File: src/rtl/multicycle_cla_adder.sv
// Sequential W-bit adder built from one N-bit carry-lookahead slice.
// Processes one slice per clock, chaining the slice carry through a register.

module CarryLookAhead_Adder #(
   parameter int N = 4
) (
   input  logic [N-1:0] a,
   input  logic [N-1:0] b,
   input  logic         cin,
   output logic [N-1:0] s,
   output logic         cout
);

   logic [N-1:0] p;
   logic [N-1:0] g;
   logic [N:0]   c;

   assign p = a ^ b;
   assign g = a & b;

   // Each carry is a flat sum of generate terms gated by propagate products.
   always_comb begin
      logic prod;
      c    = '0;
      prod = 1'b0;
      c[0] = cin;
      for (int i = 0; i < N; i++) begin
         c[i+1] = g[i];
         prod   = p[i];
         for (int j = i - 1; j >= 0; j--) begin
            c[i+1] = c[i+1] | (prod & g[j]);
            prod   = prod & p[j];
         end
         c[i+1] = c[i+1] | (prod & cin);
      end
   end

   assign s    = p ^ c[N-1:0];
   assign cout = c[N];

endmodule

module multicycle_cla_adder #(
   parameter int W = 16,
   parameter int N = 4
) (
   input  logic         clk,
   input  logic         rst,
   input  logic         in_valid,
   output logic         in_ready,
   input  logic [W-1:0] a,
   input  logic [W-1:0] b,
   input  logic         cin,
   output logic         out_valid,
   input  logic         out_ready,
   output logic [W-1:0] sum,
   output logic         cout,
   output logic         overflow
);

   localparam int K  = W / N;
   localparam int KW = (K > 1) ? $clog2(K) : 1;

   if (W % N != 0) begin : g_width_check
      $error("multicycle_cla_adder: W must be a multiple of N");
   end

   typedef enum logic [1:0] {
      IDLE,
      CALC,
      DONE
   } state_t;

   state_t        state_q;
   state_t        state_d;
   logic [W-1:0]  a_q;
   logic [W-1:0]  b_q;
   logic [W-1:0]  sum_q;
   logic [KW-1:0] k_q;
   logic          carry_q;
   logic          cout_q;
   logic          ovf_q;
   logic          a_msb_q;
   logic          b_msb_q;
   logic [N-1:0]  slice_s;
   logic          slice_cout;
   logic          last;

   CarryLookAhead_Adder #(
      .N(N)
   ) u_cla (
      .a   (a_q[N-1:0]),
      .b   (b_q[N-1:0]),
      .cin (carry_q),
      .s   (slice_s),
      .cout(slice_cout)
   );

   assign last = (k_q == KW'(K - 1));

   always_ff @(posedge clk) begin
      if (rst) begin
         state_q <= IDLE;
      end else begin
         state_q <= state_d;
      end
   end

   always_comb begin
      state_d   = state_q;
      in_ready  = 1'b0;
      out_valid = 1'b0;
      unique case (state_q)
         IDLE: begin
            in_ready = 1'b1;
            if (in_valid) begin
               state_d = CALC;
            end
         end
         CALC: begin
            if (last) begin
               state_d = DONE;
            end
         end
         DONE: begin
            out_valid = 1'b1;
            if (out_ready) begin
               state_d = IDLE;
            end
         end
         default: state_d = IDLE;
      endcase
   end

   always_ff @(posedge clk) begin
      if (rst) begin
         a_q     <= '0;
         b_q     <= '0;
         sum_q   <= '0;
         k_q     <= '0;
         carry_q <= 1'b0;
         cout_q  <= 1'b0;
         ovf_q   <= 1'b0;
         a_msb_q <= 1'b0;
         b_msb_q <= 1'b0;
      end else if (state_q == IDLE && in_valid) begin
         a_q     <= a;
         b_q     <= b;
         sum_q   <= '0;
         k_q     <= '0;
         carry_q <= cin;
         cout_q  <= 1'b0;
         ovf_q   <= 1'b0;
         a_msb_q <= a[W-1];
         b_msb_q <= b[W-1];
      end else if (state_q == CALC) begin
         // Operands shift down so the active slice always sits at bit 0.
         a_q     <= a_q >> N;
         b_q     <= b_q >> N;
         carry_q <= slice_cout;
         k_q     <= k_q + KW'(1);
         for (int i = 0; i < K; i++) begin
            if (k_q == KW'(i)) begin
               sum_q[i*N +: N] <= slice_s;
            end
         end
         if (last) begin
            cout_q <= slice_cout;
            ovf_q  <= (a_msb_q == b_msb_q) && (slice_s[N-1] != a_msb_q);
         end
      end
   end

   assign sum      = sum_q;
   assign cout     = cout_q;
   assign overflow = ovf_q;

endmodule

File: config.mk
export PLATFORM = sky130hd
export DESIGN_NAME = multicycle_cla_adder
export DESIGN_NICKNAME = d
export VERILOG_FILES = /design/src/rtl/multicycle_cla_adder.sv
export SDC_FILE = /design/constraint.sdc
export NUM_CORES = 1
export LEC_CHECK = 0
export CAP_MARGIN = 15
export CORE_UTILIZATION = 45
export CTS_BUF_LIST = sky130_fd_sc_hd__clkbuf_4
export DETAILED_ROUTE_END_ITERATION = 10
export PLACE_DENSITY = 0.73
export SLEW_MARGIN = 25
export SYNTH_ARGS = -nofsm -noshare
export SYNTH_HDL_FRONTEND = slang
export SYNTH_SLANG_ARGS = --single-unit
File: constraint.sdc
create_clock -name clk -period 2.6 [get_ports clk]
set_input_delay 0.52 -clock clk [delete_from_list [all_inputs] [get_ports clk]]
set_output_delay 0.52 -clock clk [all_outputs]
set_load 0.03 [all_outputs]
# ---- After elaboration in Yosys (flattened, before gate mapping)
# Index checks and enable logic that the tools add are counted.
dict set report word_totals {
  regBits 57
  inputBits 37
  elab_cells 76
}
dict set report op_classes {
  add_sub_neg 1
  n_eq_ne 10
  mux 12
  bitwise_logic 29
  n_reduce_logical 11
}
# cell n
set ops {}
lappend ops {{2-to-1 mux 16 bit} 4}
lappend ops {{bitwise AND 1 bit} 16}
lappend ops {{bitwise OR 1 bit} 10}
lappend ops {{AND reduction 2 bit} 4}
lappend ops {{XOR 4 bit} 2}
lappend ops {{equality test 2 bit, second input constant} 3}
lappend ops {{2-to-1 mux 2 bit} 3}
lappend ops {{inequality test 2 bit, second input constant} 3}
lappend ops {{one-hot mux 2 bit (3 select lines)} 1}
lappend ops {{bitwise AND 4 bit} 1}
lappend ops {{equality test 2 x 1 -> 1 bit, second input constant} 2}
lappend ops {{zero test 2 bit} 2}
lappend ops {{2-to-1 mux 1 bit} 4}
lappend ops {{AND reduction 3 bit} 1}
lappend ops {{adder 2 x 1 -> 2 bit, second input constant} 1}
lappend ops {{logical AND 1 bit} 2}
lappend ops {{nonzero test 2 bit} 1}
lappend ops {{OR reduction 2 bit} 1}
lappend ops {{equality test 1 bit} 1}
lappend ops {{inequality test 1 bit} 1}

# ---- Longest topological paths before layout
dict set report depth {
  depth_word 8
  ltp_mapped 7
  ltp_nobuf 6
}

# ---- Hierarchy
# From an unflattened synthesis, not the netlist that was laid out.
dict set report hier_totals {
  hier_cells 299
  hier_area_um2 2626.3
}
# mod instances cells_each area_per_inst_um2
set modules_own_cells {}
lappend modules_own_cells {multicycle_cla_adder 1 282 2478.6}
lappend modules_own_cells {CarryLookAhead_Adder 1 17 147.6}

# ---- Worst setup path before layout
# No wires, ideal clock.
dict set report synth_timing {
  path_kind {register to register}
  startpoint {register a_q[0]}
  endpoint {register ovf_q, in the netlist overflow}
  setup_ps 123
  t_arrival_ps 1381
  required_time_ps 2477
  slack_ps 1096
  stages_incl_launch_ff 7
  path_buffers 0
  cell_sequence {dfxtp_1 -> ha_1 -> a21oi_2 -> o22ai_1 -> a21oi_4 -> mux2i_1 -> a211oi_2}
}
dict set report synth_between {
  elab_chain_cells 7
}
# element line_no
set synth_lines {}
lappend synth_lines {{start: declaration} 76} ;# logic [W-1:0] a_q;
lappend synth_lines {{start signal: assignment} 158} ;# a_q <= a_q >> N;
lappend synth_lines {{bitwise AND 4 bit or XOR 4 bit (tied branches)} {19, 18}}
lappend synth_lines {{bitwise AND 1 bit (on tied branches)} {31, 32}}
lappend synth_lines {{bitwise OR 1 bit or bitwise AND 1 bit (tied branches)} {31, 34}}
lappend synth_lines {{bitwise OR 1 bit *} 34} ;# c[i+1] = c[i+1] | (prod & cin);
lappend synth_lines {{XOR 4 bit *} 38} ;# assign s = p ^ c[N-1:0];
lappend synth_lines {{inequality test 1 bit *} 169} ;# ovf_q <= (a_msb_q == b_msb_q) && (slice_s[N-1] != a_msb_q);
lappend synth_lines {{logical AND 1 bit *} 169}
lappend synth_lines {{end signal: assignment} 169}
lappend synth_lines {{end: declaration} 82} ;# logic ovf_q;
# Every way passes the cells marked *; elsewhere a longest branch is shown, timed or not.
# A chain may end at the register's enable or synchronous reset.

# ---- Worst setup path in the final report
dict set report layout_timing {
  startpoint {register state_q[1]}
  endpoint {output out_valid}
}
dict set report layout_between {
  elab_chain_cells 2
}
# element line_no
set layout_lines {}
lappend layout_lines {{start: declaration} 74} ;# state_t state_q;
lappend layout_lines {{start signal: assignment} 105} ;# state_q <= state_d;
lappend layout_lines {{equality test 2 bit} 113} ;# unique case (state_q)
lappend layout_lines {{2-to-1 mux 1 bit} 113}
lappend layout_lines {{end: declaration} 54} ;# output logic out_valid,
# No other way between the ends.

==> run_results.csv <==
group,metric,value,unit
outcome,run_status,"finished clean",
synthesis,yosysTopAreaCellShare,46.8,%
grt,grt_pass1_wl,8.43,mm
power_and_ir_drop,ir_worst_vdd,0.321,mV
cts,post_cts_resize_count,0,
route,antenna_violating_nets_post_route,0,
die,io_pins,57,
setup_path,worst-setup-path-type,"reg2out",
route,drc_errors,0,
cts,buffers_inserted_by_post_cts_timing_repair,0,
route,routed-via-count,2114,
worst_hold_path,min_to,"sum[15]",
cts,clk_pin_slew,0.09,ns
worst_hold_path,critical_hold_path_startpoint,"sum[15]",
synthesis,post_synth.cell_area_avg,8.58,µm²
timing,timing_max_transition_violations_final,0,
place,dpl_worst_slack,0.645,ns
synthesis,ys_dominant_reg_cell,"sky130_fd_sc_hd__dfxtp_1",
timing,layout_setup_ws,0.384,ns
power_and_ir_drop,pwr_density_cell,613,nW/µm²
die,rows,26,
layout,register_area,1140,µm²
route,vias_per_cell,5.14,
cts,worst_skew_pair.late_latency,0.39,ns
place,routabilityCongestion,0.755,
synthesis,ys_async_sr_fraction,0,%
cts,tritoncts,"yes",
timing,worst_pin_slew,0.415,ns
synthesis,synth_cell_types,32,
place,placement.io_buffers,56,
timing,fin_skew,0.00607,ns
layout,multi_input_combinational_cell_area,1140,µm²
grt,grt_remaining_overflow,0,
route,finalWirelength,5.11,mm
cts,number_of_levels_the_h_tree_was_split_into,3,
synthesis,synth.cell_area,2440,µm²
cts,tritoncts.num_buffers,9,
die,die_w,75.6,µm
timing,final_period_minus_worst_setup_slack,2.22,ns
synthesis,post_synth_most_frequent_cells,"58 x sky130_fd_sc_hd__nand2_1, 57 x sky130_fd_sc_hd__dfxtp_1, 53 x sky130_fd_sc_hd__a21oi_1, 25 x sky130_fd_sc_hd__a22oi_1, 16 x sky130_fd_sc_hd__nand3_1",
timing,fin_crit_sh,85.2,%
setup_path,path_cells,"nor2b_1 -> clkdlybuf4s50_1",
timing,clock.fmax,0.451,GHz
layout,final-instance-count-excl-fill,411,
worst_hold_path,hold_class,"reg2reg",
setup_path,r2r.worst_path.cells,6,
power_and_ir_drop,leakagePower,1.12,nW
die,floorplan.die_area,5710,µm²
setup_path,register_to_register_setup_slack,0.89,ns
setup_path,worst_path_largest_cell_delay,0.69,ns
place,placedCellCount,395,
timing,totalNegativeSetupSlack,0,ns
setup_path,end_kind,"output pin",
setup_path,startpoint_class,"flop",
layout,layout-area-overhead-vs-synth,29.0,%
synthesis,post-synth-top-area-cell,"sky130_fd_sc_hd__dfxtp_1",
setup_path,critPathRequiredTime,2.08,ns
grt,number_of_global_route_vias_before_repair,1935,
synthesis,yosysWarnings,0,
die,core_region_area,5170,µm²
setup_path,r2r_start,"a_q[1]",
setup_path,r2r-end,"overflow",
place,place_hpwl,3.54,mm
layout,finalNetCount,382,
synthesis,synth_enable_flop_cells,0,
synthesis,postSynthNetCount,330,
layout,diodes,0,
grt,grtUsageTotal,19.8,%
route,firstDrtPassIters,4,
cts,clock_tree.root_cell,"sky130_fd_sc_hd__clkbuf_4",
run,drv.max_cap_violation_count,0,
grt,grt_antenna_before_repair,0,
layout,drive_above_1_share,7.92,%
synthesis,post-synth-top-count-cell,"sky130_fd_sc_hd__nand2_1",
setup_path,worst_ep_arrival_time,1.70,ns
route,drt-wirelength-per-cell,12.4,µm
cts,cts_hold_repair.buffers,0,
setup_path,path_max_fanout,4,
synthesis,synth-seq-area-share,46.8,%
worst_hold_path,hold_path_depth,2,
cts,cts_buffer_depth,2,
setup_path,cpMaxStageDelayCell,"sky130_fd_sc_hd__clkdlybuf4s50_1",
timing,slew_headroom,72.2,%
cts,numClockSinks,57,
synthesis,ys_ff_latch,57,
die,die_height,75.6,µm
route,first_drt_iteration_drcs,105,
die,start_util,47.1,%
synthesis,post_synth_inst_count,284,
timing,final_setup_violating_endpoints,0,
timing,final_hold_viol_count,0,
timing,rsz_0062_raised_after_global_routing,"false",
synthesis,ys_top_cells_by_area,"sky130_fd_sc_hd__dfxtp_1 47%, sky130_fd_sc_hd__a21oi_1 11%, sky130_fd_sc_hd__nand2_1 8.9%, sky130_fd_sc_hd__a22oi_1 7.7%, sky130_fd_sc_hd__ha_1 4.1%",
layout,fillerInstances,493,
grt,maximum_number_of_pins_on_one_net_before_global_route_repair,38,
==> where the power goes <==
group	leakage, nW	switching [W]	internal, W
registers	0.465	0.0000247	0.000915
logic	0.578	0.000158	0.000125
clock network	0.0808	0.000325	0.000380
==> cells by family (layout without fill, tap and decap cells) <==
family,Yosys count,in the layout,share of synthesized area [%]
buf+inv,26,83,6.27
flops,57,57,46.8
fa+ha+maj,9,9,4.93
compound gates,87,87,22.3
simple gates,101,101,18.2
xor+xnor,3,3,1.08
mux,1,1,0.411
==> per-stage QoR <==
stage               hold WS (ns)  cell area [µm²]  total power [W]  util (%)
CTS                        0.460             3140          0.00194      60.8
detailed placement         0.447             2990          0.00124      57.8
global route               0.476             3140          0.00201      60.8
finish                     0.457             3140          0.00193      60.8
global placement           0.443             2990          0.00124      57.8
floorplan                  0.437             2440          0.00115         -
==> placed cells by master (no fill, tap or decap), types with 3 or more instances in the layout <==
cell type,count
sky130_fd_sc_hd__a21oi_1,53
sky130_fd_sc_hd__a22oi_1,25
sky130_fd_sc_hd__buf_4,4
sky130_fd_sc_hd__clkbuf_4,9
sky130_fd_sc_hd__clkdlybuf4s50_1,56
sky130_fd_sc_hd__dfxtp_1,57
sky130_fd_sc_hd__ha_1,8
sky130_fd_sc_hd__inv_1,7
sky130_fd_sc_hd__nand2_1,58
sky130_fd_sc_hd__nand2b_1,3
sky130_fd_sc_hd__nand3_1,16
sky130_fd_sc_hd__nor2_1,15
==> worst max-delay path: cells and delay by family (launching register included) <==
family	cells	cell delay, ns
buffers and inverters	1	0.69
DFF	1	0.42
and+or+nand+nor	1	0.20
==> layer usage <==
| layer | GRT usage (%) | vias up | routed length (µm) |
|---|---|---|---|
| met5 | 0 | - | 0 |
| met4 | 10.5 | 0 | 104 |
| met3 | 3.97 | 12 | 200 |
| met2 | 32.3 | 60 | 2450 |
| met1 | 24.8 | 956 | 2350 |
| li1 | - | 1086 | - |
==> worst max-delay path by stage <==
stage	start	endpoint	slack (ns)
after CTS	state_q[1]	out_valid	0.37
after floorplan	a_q[0]	overflow	1.10
after detailed placement	in_valid	carry_q	0.64
after global routing	state_q[1]	out_valid	0.34
final	state_q[1]	out_valid	0.38
after global placement	in_valid	carry_q	0.66
==> sequential cells by signal, summed over array words and instances, names as in the netlist, 2 cells and up <==
name	count
a_q	16
b_q	16
sum	16
k_q	2
state_q	2
==> area by class of cell <==
type	count	share of cell area (%)
Clock buffer	9	2.15
Clock inverter	7	2.71
Inverter	7	0.836
Multi-Input combinational cell	201	36.4
Sequential cell	57	36.3
Tap cell	70	2.79
Timing Repair Buffer	60	18.8
No activity file was read; power rests on OpenSTA's default activity.
